**src/rtl/ph_alarm_pkg.sv**
```systemverilog
// ph_alarm_monitor shared types
// State encoding, counter widths, helpers
package ph_alarm_pkg;

  localparam int RUN_W = 4;
  localparam logic [RUN_W-1:0] RUN_MAX = 4'd15;
  localparam int EVT_W = 8;

  typedef enum logic [1:0] {
    ST_NORMAL = 2'd0,
    ST_WARN   = 2'd1,
    ST_ALARM  = 2'd2,
    ST_ACKED  = 2'd3
  } state_e;

  function automatic logic [RUN_W-1:0] sat_inc(
    input logic [RUN_W-1:0] v
  );
    return (v == RUN_MAX) ? v : v + RUN_W'(1);
  endfunction

endpackage

```
**src/rtl/ph_run_counter.sv**
```systemverilog
// Saturating run-length counter
// Exposes its post-update value for threshold checks
module ph_run_counter
  import ph_alarm_pkg::*;
(
  input  logic             clk,
  input  logic             rst_n,
  input  logic             en,
  input  logic             hit,
  input  logic             clr,
  output logic [RUN_W-1:0] cnt_d
);

  logic [RUN_W-1:0] cnt_q;
  logic [RUN_W-1:0] base;

  // clear first, then apply this cycle's sample
  always_comb begin
    base  = clr ? '0 : cnt_q;
    cnt_d = base;
    if (en) cnt_d = hit ? sat_inc(base) : '0;
  end

  // run register
  always_ff @(posedge clk or negedge rst_n) begin
    if (!rst_n) cnt_q <= '0;
    else        cnt_q <= cnt_d;
  end

endmodule

```
**src/rtl/ph_alarm_monitor.sv**
```systemverilog
// pH alarm filter and operator-ack FSM
// Moore outputs plus saturating alarm event count
module ph_alarm_monitor
  import ph_alarm_pkg::*;
#(
  parameter int unsigned WARN_COUNT   = 3,
  parameter int unsigned SEVERE_COUNT = 2,
  parameter int unsigned CLEAR_COUNT  = 4
) (
  input  logic             clk,
  input  logic             rst_n,
  input  logic             sample_valid,
  input  logic             abnormality_p,
  input  logic             abnormality_q,
  input  logic             ack,
  output logic [1:0]       state,
  output logic             warn,
  output logic             alarm,
  output logic             alarm_pulse,
  output logic [EVT_W-1:0] event_count
);

  state_e state_q, state_d;
  logic pulse_q, pulse_d;
  logic blk_q, blk_d;
  logic [EVT_W-1:0] evt_q, evt_d;

  logic [RUN_W-1:0] abn_d, sev_d, nrm_d;
  logic abnormal, ack_take, entering;
  logic abn_hit, sev_hit, nrm_hit;

  assign abnormal = abnormality_p | abnormality_q;

  // a held ack acknowledges only once
  assign ack_take = ack & ~blk_q
                  & (state_q == ST_ALARM);

  ph_run_counter u_abn (
    .clk   (clk),
    .rst_n (rst_n),
    .en    (sample_valid),
    .hit   (abnormal),
    .clr   (ack_take),
    .cnt_d (abn_d)
  );

  ph_run_counter u_sev (
    .clk   (clk),
    .rst_n (rst_n),
    .en    (sample_valid),
    .hit   (abnormality_q),
    .clr   (ack_take),
    .cnt_d (sev_d)
  );

  ph_run_counter u_nrm (
    .clk   (clk),
    .rst_n (rst_n),
    .en    (sample_valid),
    .hit   (~abnormal),
    .clr   (ack_take),
    .cnt_d (nrm_d)
  );

  assign abn_hit = sample_valid
    & (abn_d == RUN_W'(WARN_COUNT));
  assign sev_hit = sample_valid
    & (sev_d == RUN_W'(SEVERE_COUNT));
  assign nrm_hit = sample_valid
    & (nrm_d == RUN_W'(CLEAR_COUNT));

  // state, pulse, ack lock and event register
  always_ff @(posedge clk or negedge rst_n) begin
    if (!rst_n) begin
      state_q <= ST_NORMAL;
      pulse_q <= 1'b0;
      blk_q   <= 1'b0;
      evt_q   <= '0;
    end else begin
      state_q <= state_d;
      pulse_q <= pulse_d;
      blk_q   <= blk_d;
      evt_q   <= evt_d;
    end
  end

  // next state; severe beats clear
  always_comb begin
    state_d = state_q;
    unique case (state_q)
      ST_NORMAL: begin
        if (sev_hit)      state_d = ST_ALARM;
        else if (abn_hit) state_d = ST_WARN;
      end
      ST_WARN, ST_ACKED: begin
        if (sev_hit)      state_d = ST_ALARM;
        else if (nrm_hit) state_d = ST_NORMAL;
      end
      ST_ALARM: begin
        if (ack_take) state_d = ST_ACKED;
      end
      default: state_d = ST_NORMAL;
    endcase
    entering = (state_d == ST_ALARM)
             & (state_q != ST_ALARM);
    pulse_d = entering;
    evt_d = evt_q;
    if (entering && evt_q != '1)
      evt_d = evt_q + EVT_W'(1);
    blk_d = ack & (blk_q | ack_take);
  end

  // Moore output decode
  always_comb begin
    state       = state_q;
    warn        = (state_q == ST_WARN)
                | (state_q == ST_ACKED);
    alarm       = (state_q == ST_ALARM);
    alarm_pulse = pulse_q;
    event_count = evt_q;
  end

endmodule

```
**config.mk**
```make
export PLATFORM = sky130hd
export DESIGN_NAME = ph_alarm_monitor
export DESIGN_NICKNAME = d
export VERILOG_FILES = /design/src/rtl/ph_alarm_pkg.sv /design/src/rtl/ph_run_counter.sv /design/src/rtl/ph_alarm_monitor.sv
export SDC_FILE = /design/constraint.sdc
export NUM_CORES = 1
export LEC_CHECK = 0
export BUFFER_PORTS_ARGS = -buffer_cell sky130_fd_sc_hd__buf_4
export CAP_MARGIN = 20
export CORE_ASPECT_RATIO = 1.2
export CORE_MARGIN = 1
export CORE_UTILIZATION = 57
export CTS_CLUSTER_DIAMETER = 60
export DETAILED_ROUTE_END_ITERATION = 8
export HOLD_SLACK_MARGIN = 0.1
export PLACE_DENSITY = 0.79
export RECOVER_POWER = 100
export SYNTH_ARGS = -nofsm -noshare
export SYNTH_HDL_FRONTEND = slang
export SYNTH_SLANG_ARGS = --single-unit
export TNS_END_PERCENT = 10
```
**constraint.sdc**
```tcl
create_clock -name clk -period 4 [get_ports clk]
set_input_delay 0.4 -clock clk [delete_from_list [all_inputs] [get_ports clk]]
set_output_delay 0.4 -clock clk [all_outputs]
set_load 0.02 [all_outputs]
```
==> impl_metrics.ini <==
[synthesis]
synth_top_area_share_pct = 40.6
yosysSeqAreaShare_pct = 40.6
yosys.area_share.xor_xnor_pct = 4.06
synth_seq_cells = 24
synth_fp_nets = 159
synth_cells = 149
synthFlopType = dfrtp_1
async_flop_share_pct = 100
synth-compound-area-share_pct = 24.3
netlist_area_sq_um = 1480
synth_top_cell_by_area = dfrtp_1
synth.distinct_cells = 54
synth-edff-count = 0
yosys-top-cells-area = dfrtp_1 41%, o21ai_0 3.7%, ha_1 3.4%, nand2_1 3.3%, nand3_1 3.0%
synth_top_family_by_area = compound AO/OA/AOI/OAI gates
synth-simple-area-share_pct = 22.8
ys_warn_count = 0
synthMuxAreaShare_pct = 1.52
synth_fa_ha_area_share_pct = 3.38
avgSynthCellArea_sq_um = 9.93

[grt]
grt_usage_pct = 25.0
grt_max_degree = 25
first_global_vias = 1276
antenna_found_initial = 0
grt_pass1_wl_microns = 5440
overflow = 0

[clock_network]
tritoncts = yes
cts_resized = 0
root_buffer = clkbuf_4
clock-sinks = 24
numCtsBuffers = 3
postCtsSetupBuffers = 0
hold_buffers = 1
clk_pin_slew_ps = 140
clk_latency_ps = 310
htreeDepth = 1
clockBufferDepth = 2

[worst_hold_path]
min_from = ack
hold_class = input pin to register

[layout]
final_cell_mix = 24 x dfrtp_1, 15 x clkbuf_1, 13 x nand2_1, 12 x o21ai_0, 9 x nand3_1
num_antenna_cells = 0
drive_gt1_share_pct = 8.43
fin_nets = 177
final_common_cell = dfrtp_1
stdcell_area_sq_um = 1600
area_growth_pct = 7.78

[sta]
rsz0062_at_grt = false
drv_slew = 0
max_clock_freq_ghz = 0.335
period_needed_ps = 2990
hold_viol_final = 0
final.setup_skew_ps = 7.81
tightest_slew_ps = 1300
setup_violations = 0
tns_ps = 0
slew_headroom_pct = 13.5
timing.final.crit_share_pct = 74.7

[route]
drt-initial-drc-count = 68
viasPerCell = 6.51
routedWlPerCell_microns = 16.6
ant_nets = 0
drc_errors = 0
drtPass1Iterations = 4
vias = 1282
drt_wl_total_microns = 3260

[floorplan]
core_sq_um = 2380
ios = 19
die_h_microns = 57.8
die_area_sq_um = 2810
num_rows = 19
initial_core_util_pct = 62.3
dieWidth_microns = 48.5

[worst_setup_path]
startpoint = state[0]
path_buf_inv = 1
required_ps = 4250
slowest_delay_ps = 560
r2r-start = state[0]
critPathKind = register to register
cp_top_family = simple AND/OR/NAND/NOR gates
crit_top_cell = nand3_1
worstPathMaxFanout = 15
crit_slowest_cell = clkbuf_1
end_kind = register
startpoint_type = register
worstPathCellList = nand4bb_1 -> clkbuf_1 -> and2_0 -> ha_1 -> and3_1 -> nand3_1 -> a2111oi_0 -> nand4b_1 -> nand3_1
arrival_ps = 3240

[pwr]
vdd.ir_drop.worst_uv = 332
power_density_nw_per_um2 = 466
static-leakage-power_nw = 0.663

[place]
placed_area_sq_um = 1630
place_congestion = 0.865
portBuffers = 18
hpwl_microns = 2390

[job]
cap_violations = 0

[outcome]
status = complete, no violations
where the power goes:
| group | switching, mW | total, mW | internal, mW |
|---|---|---|---|
| Combinational | 0.155 | 0.255 | 0.0993 |
| Sequential | 0.0710 | 0.361 | 0.290 |
| Clock | 0.0724 | 0.128 | 0.0555 |
| Total | 0.299 | 0.743 | 0.445 |
per-layer routing:
| metal | wire length [microns] | share of wire (%) | up-vias | track usage [%] |
|---|---|---|---|---|
| met5 | 0 | 0 | - | 0 |
| met4 | 29 | 0.89 | 0 | 10.5 |
| met3 | 176 | 5.4 | 6 | 4.46 |
| met2 | 1740 | 53 | 47 | 48.1 |
| met1 | 1320 | 40 | 625 | 27.1 |
| li1 | - | - | 604 | - |
Yosys cell counts, types with 2 or more instances:
master	instances
ha_1	4
a211oi_1	2
nand2_1	13
nor2_1	4
o31ai_1	3
nand3_1	9
and3_1	3
and3b_1	2
nand4_1	4
dfrtp_1	24
o21ai_0	11
xor2_1	2
a41oi_1	2
nor4_1	2
mux2_1	2
inv_1	4
nand4b_1	3
clkbuf_1	5
a21o_1	2
a22oi_1	3
a21oi_1	5
and2_1	6
xnor2_1	3
kinds of logic after synthesis:
family / count (synthesis)
buffers and inverters: 11
flip-flops: 24
multiplexers: 2
XOR/XNOR: 6
AND/OR/NAND/NOR: 56
AO/OA/AOI/OAI: 46
adder cells (fa/ha/maj): 4
sequential cells by signal (all words and copies together) (netlist names):
signal / cells
alarm_pulse: 1
blk_q: 1
event_count: 8
state: 2
u_abn.cnt_q: 4
u_nrm.cnt_q: 4
u_sev.cnt_q: 4
cell type report:
class	count	area, sq um
clock buffers	4	36.3
fillers	200	782
inverters	4	15.0
multi-input cells	114	808
flip-flops and latches	24	601
well taps	31	38.8
repair buffers	20	96.3
worst reg2reg max path: stages, from the launching register on:
cell       delay [ps]
dfrtp_1           470
nand4bb_1         300
clkbuf_1          560
and2_0            260
ha_1              290
and3_1            220
nand3_1            80
a2111oi_0         480
nand4b_1          160
nand3_1           110
through the flow:
stage                     instances  power (mW)  hold WS, ps  setup WS, ps  utilization, %
after global routing            197       0.788          309           727            67.1
final                           197       0.743          307          1010            67.1
after floorplan                 149       0.548          104          1050               -
after detailed placement        192       0.650          318          1230            68.4
after CTS                       197       0.777          321          1210            70.4
after global placement          192       0.635          312          1300            68.4
path summary, 6_finish.rpt:
kind,end,slack [ps],cells past startpoint
max,state[0],1010,9
min,blk_q,310,2
max reg2reg,state[0],1010,9
min reg2reg,blk_q,530,1
max in group asynchronous,u_sev.cnt_q[0],2360,2
min in group asynchronous,u_abn.cnt_q[0],880,2
Note: power is estimated with default switching activity, not from simulation.
